===== src/rtl/spike_channel_scheduler_pkg.sv =====
// Shared types, default constants and threshold arithmetic for the spike
// channel scheduler.
package spike_pkg;

  localparam int unsigned K           = 14;
  localparam int unsigned SCALE_NUM   = 45;
  localparam int unsigned SCALE_SHIFT = 3;
  localparam int unsigned SAMPLE_W    = 16;
  localparam int unsigned ACC_W       = 32;

  typedef logic signed [SAMPLE_W-1:0] sample_t;
  typedef logic signed [ACC_W-1:0]    acc_t;

  // Payload held by the one-entry event buffer
  typedef struct packed {
    sample_t data;
    sample_t thr;
  } ev_payload_t;

  // Negative detection threshold from an integrator value; the magnitude
  // saturates to 16 bits so the threshold can never wrap positive.
  function automatic sample_t thr_from_acc(acc_t acc, int unsigned k,
                                           int unsigned scale_num,
                                           int unsigned scale_shift);
    logic signed [63:0] lvl;
    logic signed [63:0] num;
    logic signed [63:0] mag;
    lvl = 64'(acc >>> k);
    num = 64'(scale_num);
    mag = (lvl * num) >>> scale_shift;
    if (mag > 64'sd32767) begin
      return 16'sh8000;
    end else if (mag < -64'sd32767) begin
      return 16'sh7fff;
    end
    return sample_t'(-mag);
  endfunction

  // Magnitude of a sample, with the most negative code folded to full scale
  function automatic logic [SAMPLE_W-1:0] abs16(sample_t x);
    if (x == 16'sh8000) begin
      return 16'h7fff;
    end
    return x[SAMPLE_W-1] ? -x : x;
  endfunction

endpackage


===== src/rtl/spike_channel_scheduler_if.sv =====
// Sample-in and event-out handshake bundle of the spike channel scheduler.
//   in_valid/in_ready/in_ch/in_data : sample stream into the detector
//   ev_valid/ev_ready/ev_ch/ev_data/ev_thr : spike event stream out
interface spike_channel_scheduler_if #(
  parameter int unsigned CW = 3
) ();

  logic                 in_valid;
  logic                 in_ready;
  logic [CW-1:0]        in_ch;
  spike_pkg::sample_t   in_data;
  logic                 ev_valid;
  logic                 ev_ready;
  logic [CW-1:0]        ev_ch;
  spike_pkg::sample_t   ev_data;
  spike_pkg::sample_t   ev_thr;

  modport master (
    output in_valid, in_ch, in_data, ev_ready,
    input  in_ready, ev_valid, ev_ch, ev_data, ev_thr
  );

  modport slave (
    input  in_valid, in_ch, in_data, ev_ready,
    output in_ready, ev_valid, ev_ch, ev_data, ev_thr
  );

endinterface


===== src/rtl/spike_channel_scheduler_bank.sv =====
// Per-channel register bank holding {acc, wcnt, refr}.
//   rd_ch  -> rd_acc_c/rd_wcnt_c/rd_refr_c : sample-path read port
//   wr_*                                   : single write port
//   thr_ch -> thr_acc_c                    : threshold readout port
module channel_state_bank
  import spike_pkg::*;
#(
  parameter int unsigned NUM_CH = 8,
  parameter int unsigned CW     = 3,
  parameter int unsigned WCW    = 15,
  parameter int unsigned RCW    = 5
) (
  input  logic           clk,
  input  logic           rst_n,
  input  logic [CW-1:0]  rd_ch,
  output acc_t           rd_acc_c,
  output logic [WCW-1:0] rd_wcnt_c,
  output logic [RCW-1:0] rd_refr_c,
  input  logic           wr_en,
  input  logic [CW-1:0]  wr_ch,
  input  acc_t           wr_acc,
  input  logic [WCW-1:0] wr_wcnt,
  input  logic [RCW-1:0] wr_refr,
  input  logic [CW-1:0]  thr_ch,
  output acc_t           thr_acc_c
);

  acc_t           acc_q  [NUM_CH];
  logic [WCW-1:0] wcnt_q [NUM_CH];
  logic [RCW-1:0] refr_q [NUM_CH];

  // State storage; disabled or stalled channels simply are not written
  always_ff @(posedge clk or negedge rst_n) begin
    if (!rst_n) begin
      for (int i = 0; i < NUM_CH; i++) begin
        acc_q[i]  <= '0;
        wcnt_q[i] <= '0;
        refr_q[i] <= '0;
      end
    end else if (wr_en) begin
      acc_q[wr_ch]  <= wr_acc;
      wcnt_q[wr_ch] <= wr_wcnt;
      refr_q[wr_ch] <= wr_refr;
    end
  end

  assign rd_acc_c  = acc_q[rd_ch];
  assign rd_wcnt_c = wcnt_q[rd_ch];
  assign rd_refr_c = refr_q[rd_ch];
  assign thr_acc_c = acc_q[thr_ch];

endmodule


===== src/rtl/spike_channel_scheduler.sv =====
// Time-multiplexed leaky-integrator spike detector shared by NUM_CH channels.
//   clk, rst_n   : clock, async active-low reset
//   bus (slave)  : sample input stream and spike event output stream
//   ch_en        : per-channel enable; disabled samples are consumed unchanged
//   thr_rd_ch    : threshold readout select
//   thr_rd_data  : registered threshold of thr_rd_ch
module spike_channel_scheduler #(
  parameter int unsigned NUM_CH      = 8,
  parameter int unsigned K           = spike_pkg::K,
  parameter int unsigned SCALE_NUM   = spike_pkg::SCALE_NUM,
  parameter int unsigned SCALE_SHIFT = spike_pkg::SCALE_SHIFT,
  parameter int unsigned WARMUP      = 16384,
  parameter int unsigned REFRACTORY  = 30,
  localparam int unsigned CW         = (NUM_CH > 1) ? $clog2(NUM_CH) : 1
) (
  input  logic                      clk,
  input  logic                      rst_n,
  spike_channel_scheduler_if.slave  bus,
  input  logic [NUM_CH-1:0]         ch_en,
  input  logic [CW-1:0]             thr_rd_ch,
  output spike_pkg::sample_t        thr_rd_data
);

  import spike_pkg::*;

  localparam int unsigned WCW = (WARMUP > 0) ? $clog2(WARMUP + 1) : 1;
  localparam int unsigned RCW = (REFRACTORY > 0) ? $clog2(REFRACTORY + 1) : 1;

  acc_t                rd_acc_c;
  acc_t                thr_acc_c;
  acc_t                new_acc_c;
  logic [WCW-1:0]      rd_wcnt_c;
  logic [WCW-1:0]      new_wcnt_c;
  logic [RCW-1:0]      rd_refr_c;
  logic [RCW-1:0]      new_refr_c;
  logic [SAMPLE_W-1:0] abs_c;
  sample_t             thr_c;
  logic                accept_c;
  logic                wr_en_c;
  logic                spike_c;

  logic                ev_valid_q;
  logic [CW-1:0]       ev_ch_q;
  ev_payload_t         ev_q;

  // A pending event that is not being taken stalls the whole datapath
  assign bus.in_ready = !ev_valid_q || bus.ev_ready;
  assign accept_c     = bus.in_valid && bus.in_ready;
  assign wr_en_c      = accept_c && ch_en[bus.in_ch];

  // Integrator, warm-up and refractory update from pre-update channel state
  always_comb begin
    abs_c      = abs16(bus.in_data);
    thr_c      = thr_from_acc(rd_acc_c, K, SCALE_NUM, SCALE_SHIFT);
    new_acc_c  = rd_acc_c - (rd_acc_c >>> K) + acc_t'(abs_c);
    new_wcnt_c = (rd_wcnt_c == WCW'(WARMUP)) ? rd_wcnt_c : rd_wcnt_c + WCW'(1);
    spike_c    = wr_en_c && (rd_wcnt_c == WCW'(WARMUP)) && (rd_refr_c == '0) &&
                 (bus.in_data < thr_c);
    new_refr_c = rd_refr_c;
    if (spike_c) begin
      new_refr_c = RCW'(REFRACTORY);
    end else if (rd_refr_c != '0) begin
      new_refr_c = rd_refr_c - RCW'(1);
    end
  end

  channel_state_bank #(
    .NUM_CH (NUM_CH),
    .CW     (CW),
    .WCW    (WCW),
    .RCW    (RCW)
  ) u_bank (
    .clk       (clk),
    .rst_n     (rst_n),
    .rd_ch     (bus.in_ch),
    .rd_acc_c  (rd_acc_c),
    .rd_wcnt_c (rd_wcnt_c),
    .rd_refr_c (rd_refr_c),
    .wr_en     (wr_en_c),
    .wr_ch     (bus.in_ch),
    .wr_acc    (new_acc_c),
    .wr_wcnt   (new_wcnt_c),
    .wr_refr   (new_refr_c),
    .thr_ch    (thr_rd_ch),
    .thr_acc_c (thr_acc_c)
  );

  // One-entry event buffer; a new spike overrides a same-cycle pop
  always_ff @(posedge clk or negedge rst_n) begin
    if (!rst_n) begin
      ev_valid_q  <= 1'b0;
      ev_ch_q     <= '0;
      ev_q        <= '0;
      thr_rd_data <= '0;
    end else begin
      if (spike_c) begin
        ev_valid_q <= 1'b1;
        ev_ch_q    <= bus.in_ch;
        ev_q.data  <= bus.in_data;
        ev_q.thr   <= thr_c;
      end else if (bus.ev_ready) begin
        ev_valid_q <= 1'b0;
      end
      thr_rd_data <= thr_from_acc(thr_acc_c, K, SCALE_NUM, SCALE_SHIFT);
    end
  end

  assign bus.ev_valid = ev_valid_q;
  assign bus.ev_ch    = ev_ch_q;
  assign bus.ev_data  = ev_q.data;
  assign bus.ev_thr   = ev_q.thr;

endmodule


===== src/flat_wrapper.sv =====
// flat-port wrapper written by rule: the top's interface ports become plain ports
module spike_channel_scheduler_flat import spike_pkg::*;
#(
  parameter int unsigned NUM_CH      = 8,
  parameter int unsigned K           = spike_pkg::K,
  parameter int unsigned SCALE_NUM   = spike_pkg::SCALE_NUM,
  parameter int unsigned SCALE_SHIFT = spike_pkg::SCALE_SHIFT,
  parameter int unsigned WARMUP      = 16384,
  parameter int unsigned REFRACTORY  = 30,
  localparam int unsigned CW         = (NUM_CH > 1) ? $clog2(NUM_CH) : 1
)
  (clk, rst_n, ch_en, thr_rd_ch, thr_rd_data, bus_in_valid, bus_in_ch, bus_in_data, bus_ev_ready, bus_in_ready, bus_ev_valid, bus_ev_ch, bus_ev_data, bus_ev_thr);
  spike_channel_scheduler_if #(.CW(3)) bus_i ();
  input  logic clk;
  input  logic rst_n;
  input  logic [NUM_CH-1:0] ch_en;
  input  logic [CW-1:0] thr_rd_ch;
  output spike_pkg::sample_t thr_rd_data;
  input wire logic [$bits(bus_i.in_valid)-1:0] bus_in_valid;
  input wire logic [$bits(bus_i.in_ch)-1:0] bus_in_ch;
  input wire logic [$bits(bus_i.in_data)-1:0] bus_in_data;
  input wire logic [$bits(bus_i.ev_ready)-1:0] bus_ev_ready;
  output wire logic [$bits(bus_i.in_ready)-1:0] bus_in_ready;
  output wire logic [$bits(bus_i.ev_valid)-1:0] bus_ev_valid;
  output wire logic [$bits(bus_i.ev_ch)-1:0] bus_ev_ch;
  output wire logic [$bits(bus_i.ev_data)-1:0] bus_ev_data;
  output wire logic [$bits(bus_i.ev_thr)-1:0] bus_ev_thr;
  assign bus_i.in_valid = bus_in_valid;
  assign bus_i.in_ch = bus_in_ch;
  assign bus_i.in_data = bus_in_data;
  assign bus_i.ev_ready = bus_ev_ready;
  assign bus_in_ready = bus_i.in_ready;
  assign bus_ev_valid = bus_i.ev_valid;
  assign bus_ev_ch = bus_i.ev_ch;
  assign bus_ev_data = bus_i.ev_data;
  assign bus_ev_thr = bus_i.ev_thr;
  spike_channel_scheduler #(.NUM_CH(NUM_CH), .K(K), .SCALE_NUM(SCALE_NUM), .SCALE_SHIFT(SCALE_SHIFT), .WARMUP(WARMUP), .REFRACTORY(REFRACTORY)) u_core (.clk(clk), .rst_n(rst_n), .bus(bus_i), .ch_en(ch_en), .thr_rd_ch(thr_rd_ch), .thr_rd_data(thr_rd_data));
endmodule

===== config.mk =====
export PLATFORM = sky130hd
export DESIGN_NAME = spike_channel_scheduler_flat
export DESIGN_NICKNAME = d
export VERILOG_FILES = /design/src/rtl/spike_channel_scheduler_pkg.sv /design/src/rtl/spike_channel_scheduler_if.sv /design/src/rtl/spike_channel_scheduler_bank.sv /design/src/rtl/spike_channel_scheduler.sv /design/src/flat_wrapper.sv
export SDC_FILE = /design/constraint.sdc
export NUM_CORES = 1
export LEC_CHECK = 0
export BUFFER_PORTS_ARGS = -buffer_cell sky130_fd_sc_hd__buf_2
export CAP_MARGIN = 20
export CORE_ASPECT_RATIO = 0.8
export CORE_MARGIN = 5
export CORE_UTILIZATION = 55
export DETAILED_ROUTE_END_ITERATION = 6
export PLACE_DENSITY = 0.72
export SLEW_MARGIN = 20
export SYNTH_ARGS = -nofsm -noshare
export SYNTH_HDL_FRONTEND = slang
export SYNTH_SLANG_ARGS = --single-unit

===== constraint.sdc =====
create_clock -name clk -period 9.1 [get_ports clk]
set_input_delay 1.82 -clock clk [delete_from_list [all_inputs] [get_ports clk]]
set_output_delay 1.82 -clock clk [all_outputs]
set_load 0.005 [all_outputs]

Yosys cells after proc, flatten, opt, wreduce, memory -nomap -nowiden
Cells that the tools add are included.
Widths: inputs -> output; s select.
{"block": "totals", "output_inout_bits": 53, "n_memories": 0, "ff_bits": 468, "elab_cells": 104, "latch_bits": 0, "mem_bits_ro": 0, "in_bits": 34, "ram_bits": 0}
{"block": "classes", "div_mod_pow": 0, "n_bitwise": 2, "eq_ne": 2, "n_shift": 0, "addsub": 7, "n_reduce_logical": 11, "magnitude_cmp": 9, "n_mux": 42, "multipliers": 2}
{"operator": "$bwmux 256", "n": 1}
{"operator": "$bmux 32 s3", "n": 2}
{"operator": "$mux 32", "n": 5}
{"operator": "$mux 16", "n": 9}
{"operator": "$bwmux 120", "n": 1}
{"operator": "$demux 32 s3", "n": 1}
{"operator": "$mux 15", "n": 4}
{"operator": "$mul 18x7->25 const B", "n": 2}
{"operator": "$neg 16->16", "n": 3}
{"operator": "$bmux 15 s3", "n": 1}
{"operator": "$demux 15 s3", "n": 1}
{"operator": "$gt 22x16->1 const B", "n": 2}
{"operator": "$lt 22x16->1 const B", "n": 2}
{"operator": "$bwmux 40", "n": 1}
{"operator": "$add 32x17->32", "n": 1}
{"operator": "$sub 32x18->32", "n": 1}
{"operator": "$mux 5", "n": 5}
{"operator": "$eq 16x16->1 const B", "n": 1}
{"operator": "$lt 16x16->1", "n": 1}
{"operator": "$add 15x1->15 const B", "n": 1}
{"operator": "$bmux 5 s3", "n": 1}
{"operator": "$demux 5 s3", "n": 1}
{"operator": "$eq 15x15->1 const B", "n": 1}
{"operator": "$ge 4x4->1 const B", "n": 2}
{"operator": "12 further kinds", "n": 25}

Longest topological paths before layout
{"block": "logic_depth", "depth_word": 13, "ltp_mapped": 42, "mapped_depth_nobuf": 34}

Hierarchy
From an unflattened synthesis, not the netlist that was laid out.
{"block": "hier_totals", "hier_cells": 2442, "hier_area_um2": 31209.9}
{"module": "channel_state_bank", "cells_per_inst": 1187, "instances": 1, "seq_area_each_um2": 10410.0, "area_per_inst_um2": 20445.9}
{"module": "spike_channel_scheduler", "cells_per_inst": 1255, "instances": 1, "seq_area_each_um2": 1301.2, "area_per_inst_um2": 10764.1}

Least setup slack after synthesis
No wires, ideal clock.
{"block": "synth_path", "path_kind": "input to register", "startpoint": "in bus_in_ch[2]", "endpoint": "reg u_core.ev_q (netlist bit u_core.bus.ev_data[10])", "t_required_ns": 8.972, "path_buffers": 9, "t_arrival_ns": 10.115, "slack_ns": -1.143, "setup_ns": 0.128, "stages": 41, "cell_sequence": "buf_2 > buf_4 > buf_2 > buf_4 > buf_2 > nor3_2 > clkbuf_1 > a22oi_1 > and4_1 > inv_1 > ha_1 > ha_1 > fa_1 > inv_1 > fa_1 > inv_1 > ha_1 > clkbuf_1 > (+5 left out) > xor2_1 > nor4_1 > nand2_1 > o31ai_1 > clkbuf_1 > o21a_1 > ha_1 > a21oi_1 > nor2b_1 > o21ai_0 > nand2b_1 > a21oi_1 > nor2b_1 > o21ai_0 > a31oi_1 > nor4_4 > buf_4 > mux2_1"}
{"block": "synth_between", "elab_chain_cells": 11, "word_cells_on_any_way": 27, "cone_classes": "add/sub (1); mul (1); order compare (3); eq/ne (1); mux (15); bitwise (1); reduce/logical (5)"}
{"element": "from (decl)", "line_no": "flat_wrapper.sv:20", "source": "input wire logic [$bits(bus_i.in_ch)-1:0] bus_in_ch;"}
{"element": "$not 3->4 (implied by the code)", "line_no": "spike_channel_scheduler_bank.sv:47, spike_channel_scheduler_bank.sv:48, spike_channel_scheduler_bank.sv:49"}
{"element": "$bmux 32 s3", "line_no": "spike_channel_scheduler_bank.sv:47", "source": "assign rd_acc_c = acc_q[rd_ch];"}
{"element": "$mux 32 (implied by the code) (2 in a row)", "line_no": "spike_channel_scheduler_bank.sv:47"}
{"element": "$mul 18x7->25", "line_no": "spike_channel_scheduler_pkg.sv:30", "source": "mag = (lvl * num) >>> scale_shift;"}
{"element": "$lt 22x16->1", "line_no": "spike_channel_scheduler_pkg.sv:33", "source": "end else if (mag < -64'sd32767) begin"}
{"element": "$mux 1", "line_no": "spike_channel_scheduler_pkg.sv:33"}
{"element": "$mux 1", "line_no": "spike_channel_scheduler_pkg.sv:31", "source": "if (mag > 64'sd32767) begin"}
{"element": "$mux 16", "line_no": "spike_channel_scheduler_pkg.sv:36", "source": "return sample_t'(-mag);"}
{"element": "$lt 16x16->1", "line_no": "spike_channel_scheduler.sv:58", "source": "(bus.in_data < thr_c);"}
{"element": "$logic_and 1x1->1 (*)", "line_no": "spike_channel_scheduler.sv:57", "source": "spike_c = wr_en_c && (rd_wcnt_c == WCW'(WARMUP)) && (rd_refr_c == '0) &&"}
{"element": "to (decl)", "line_no": "spike_channel_scheduler.sv:44", "source": "ev_payload_t ev_q;"}
Every way passes the cells marked *; elsewhere a longest branch is shown, timed or not. The select of a mux whose other input is x is not followed.
A chain may end at the register's enable or synchronous reset.

Worst setup path after layout
{"block": "layout_path", "startpoint": "in bus_in_ch[2]", "endpoint": "reg u_core.u_bank.refr_q[30] (netlist bit)"}
{"block": "layout_between", "elab_chain_cells": 13, "word_cells_on_any_way": 37, "cone_classes": "add/sub (2); mul (1); order compare (5); eq/ne (1); mux (20); bitwise (1); reduce/logical (7)"}
{"element": "$not 3->4 (implied by the code)"}
{"element": "$bmux 32 s3", "line_no": "spike_channel_scheduler_bank.sv:47"}
{"element": "$mux 32 (implied by the code) (2 in a row)", "line_no": "spike_channel_scheduler_bank.sv:47"}
{"element": "$mul 18x7->25", "line_no": "spike_channel_scheduler_pkg.sv:30"}
{"element": "$lt 22x16->1", "line_no": "spike_channel_scheduler_pkg.sv:33"}
{"element": "$mux 1", "line_no": "spike_channel_scheduler_pkg.sv:33"}
{"element": "$mux 1", "line_no": "spike_channel_scheduler_pkg.sv:31"}
{"element": "$mux 16", "line_no": "spike_channel_scheduler_pkg.sv:36"}
{"element": "$lt 16x16->1", "line_no": "spike_channel_scheduler.sv:58"}
{"element": "$logic_and 1x1->1", "line_no": "spike_channel_scheduler.sv:57"}
{"element": "$mux 5", "line_no": "spike_channel_scheduler.sv:60", "source": "if (spike_c) begin"}
{"element": "$bwmux 40", "line_no": "spike_channel_scheduler_bank.sv:43", "source": "refr_q[wr_ch] <= wr_refr;"}
{"element": "to (signal, indexed assignment)", "line_no": "spike_channel_scheduler_bank.sv:43"}
{"element": "to (decl)", "line_no": "spike_channel_scheduler_bank.sv:30", "source": "logic [RCW-1:0] refr_q [NUM_CH];"}
Several ways; a longest one is shown, not always the timed one. The select of a mux whose other input is x is not followed.

==> results.sh <==
export IMPL_cpMaxStageDelayCell="or4b_4"
export IMPL_relSlewSlack_pct=24.6
export IMPL_overflow=0
export IMPL_fp_row_count=75
export IMPL_ys_top_cells_by_count="519 x nand2_1, 468 x dfrtp_1, 419 x o21ai_0"
export IMPL_finalHoldViolations=0
export IMPL_ys_ff_latch=468
export IMPL_yosysMostFrequentCell="nand2_1"
export IMPL_io_pins=87
export IMPL_cp_data_required_time_ns=9.61
export IMPL_vias_per_cell=6.12
export IMPL_syn_nets=3312
export IMPL_setup_viol=0
export IMPL_post_place_ws_ns=-0.550
export IMPL_postSynth_asyncResetShare_pct=100
export IMPL_syn_avg_cell_area_um2=9.64
export IMPL_critPathArrivalTime_ns=9.38
export IMPL_drive_gt1_share_pct=19.0
export IMPL_initial_core_util_pct=55.5
export IMPL_dieHeight_um=216
export IMPL_start_kind="primary input"
export IMPL_crit_path_max_fanout=10
export IMPL_ys_warn_count=0
export IMPL_fp_dieW_um=267
export IMPL_nets=3515
export IMPL_multi_input_area_mm2=0.0166
export IMPL_status="finished clean"
export IMPL_max_clock_freq_mhz=113
export IMPL_synth_edf_count=0
export IMPL_grt_total_usage_pct=27.8
export IMPL_netlist_area_mm2=0.0290
export IMPL_synth_top_flop_cell="dfrtp_1"
export IMPL_first_iter_violations=2661
export IMPL_avgRoutedWirePerCell_um=20.6
export IMPL_fin_ws_ns=0.222
export IMPL_ys_seq_area_share_pct=40.3
export IMPL_ant_nets=0
export IMPL_design_core_area_mm2=0.0524
export IMPL_post_route_min_period_ns=8.88
export IMPL_fin_crit_sh_pct=97.6
export IMPL_place_hpwl_um=55600
export IMPL_routabilityCongestion=0.948
export IMPL_worstMarginPinSlew_ns=1.12
export IMPL_port_buffers=86
export IMPL_yosys_top_cells_area="dfrtp_1 40%, ha_1 8.0%, o21ai_0 7.2%"
export IMPL_numClockSinks=468
export IMPL_fillers=4120
export IMPL_clkTransAtPathRegs_ns=0.06
export IMPL_slowest_delay_ns=0.57
export IMPL_clock_latency_ns=0.61
export IMPL_drtPass1Iterations=5
export IMPL_seq_area_mm2=0.0117
export IMPL_first_global_vias=24200
export IMPL_vias=24200
export IMPL_htreeDepth=2
export IMPL_yosysTopAreaCellShare_pct=40.3
export IMPL_cpMostUsedCell="buf_4"
export IMPL_yosysTopAreaCell="dfrtp_1"
export IMPL_area_growth_pct=17.5
export IMPL_cts_buffer_depth=3
export IMPL_hp_class="reg -> reg"
export IMPL_yosysUniqueCellTypes=80
export IMPL_slew_violations=0
export IMPL_cts_hold_buffers=0
export IMPL_maxCapViolCount=0
export IMPL_cts_tree="yes"
export IMPL_end_kind="flip-flop"
export IMPL_cts_buffers=47
export IMPL_postSynthCellCount=3013
export IMPL_crit_type="in -> reg"
export IMPL_wl_um=81500
export IMPL_antenna_found_initial=4
export IMPL_grt_start_max_net_pins=187
export IMPL_dieArea_mm2=0.0575
export IMPL_worst_clock_skew_ns=0.0270
export IMPL_cts_root_buf="clkbuf_16"
export IMPL_grt_pass1_wl_um=130000
export IMPL_drcViolationCount=0
-- registers in the layout (all words and copies together) (netlist names) --
register	count
u_core.bus.ev_thr	16
u_core.thr_rd_data	16
u_core.u_bank.acc_q	256
u_core.u_bank.refr_q	40
u_core.bus.ev_ch	3
u_core.u_bank.wcnt_q	120
u_core.bus.ev_valid	1
u_core.bus.ev_data	16
-- repair_timing --
action	CTS	global route
gates cloned	0	1
setup endpoints to repair	2	75
resized for setup	1	77
pin swaps	0	25
buffers inserted	0	13
-- cell usage in the layout (no fill, tap or decap), drive strengths merged, types with 7 or more instances in the layout --
cell    count
and2       22
nor2       64
xnor2      55
a21oi      90
clkbuf     68
a22oi     120
bufinv      7
mux2i      35
fa         79
a31oi       9
nand3      31
or4         7
ha        186
nor4       11
nand2b     20
and3       14
or3        12
a211oi     10
xor2       57
o31ai      20
a221oi     23
inv       208
nand4      22
nand2     519
a21o       25
o21ai     421
nor2b      24
o21bai      7
o21a       30
nor3       26
mux2       48
and4       14
clkinv     10
a22o       21
mux4       48
o22a       34
dfrtp     468
buf       320
-- path summary, 6_finish.rpt --
path / slack (ns) / cells past startpoint / start / end
hold / removal: 0.48 / 2 / u_core.u_bank.wcnt_q[93]$_DFFE_PN0P_ / u_core.u_bank.wcnt_q[93]$_DFFE_PN0P_
setup reg to reg: 1.40 / 33 / u_core.u_bank.acc_q[62]$_DFFE_PN0P_ / u_core.u_bank.refr_q[30]$_DFFE_PN0P_
max in group asynchronous: 6.33 / 2 / rst_n / u_core.u_bank.acc_q[50]$_DFFE_PN0P_
hold reg to reg: 0.48 / 2 / u_core.u_bank.wcnt_q[93]$_DFFE_PN0P_ / u_core.u_bank.wcnt_q[93]$_DFFE_PN0P_
min in group asynchronous: 1.26 / 1 / rst_n / u_core.u_bank.wcnt_q[11]$_DFFE_PN0P_
setup / recovery: 0.22 / 35 / bus_in_ch[2] / u_core.u_bank.refr_q[30]$_DFFE_PN0P_
-- kinds of logic after synthesis --
logic type / Yosys count / share of synthesized area [%]
AO/OA/AOI/OAI: 861 / 18.4
AND/OR/NAND/NOR: 802 / 12.5
flip-flops: 468 / 40.3
buffers and inverters: 374 / 5.15
adder cells (fa/ha/maj): 265 / 13.5
multiplexers: 131 / 6.79
XOR/XNOR: 112 / 3.38
-- routing by layer --
metal | GRT usage (%) | part of all wire [%]
met5 | 0 | 0.016
met4 | 9.42 | 3.0
met3 | 6.48 | 8.8
met2 | 42.2 | 45
met1 | 39.8 | 43
-- cell type report --
cell class / count / share of cell area [%]
antenna: 3 / 0.0220
clock buffer: 67 / 4.11
clock inverter: 20 / 0.961
inverter: 207 / 2.30
multi-input combinational: 2171 / 48.7
sequential: 468 / 34.3
tap: 693 / 2.54
timing repair buffer: 321 / 7.08
-- per-stage QoR --
step	cells	TNS (ns)	instance area (um^2)	hold WS [ns]	util, %
final	3950	0	34100	0.477	65.2
after global routing	3950	-1.75	34100	0.493	65.2
after CTS	3932	0	33600	0.479	64.2
after detailed placement	3845	-37.68	31900	0.466	60.9
after global placement	3845	-24.96	31900	0.456	60.9
after floorplan	3013	-4.95	29500	0.443	-
-- worst max-delay path: cells and delay by family --
kind                     cells  cell delay (ns)
adder cells (fa/ha/maj)      6             2.14
AO/OA/AOI/OAI                9             1.69
AND/OR/NAND/NOR             10             2.30
buffers and inverters        9             1.28
XOR/XNOR                     1             0.10
Power is not shown: default switching activity piles up to over one toggle a cycle in this logic, so the estimate is an artifact.
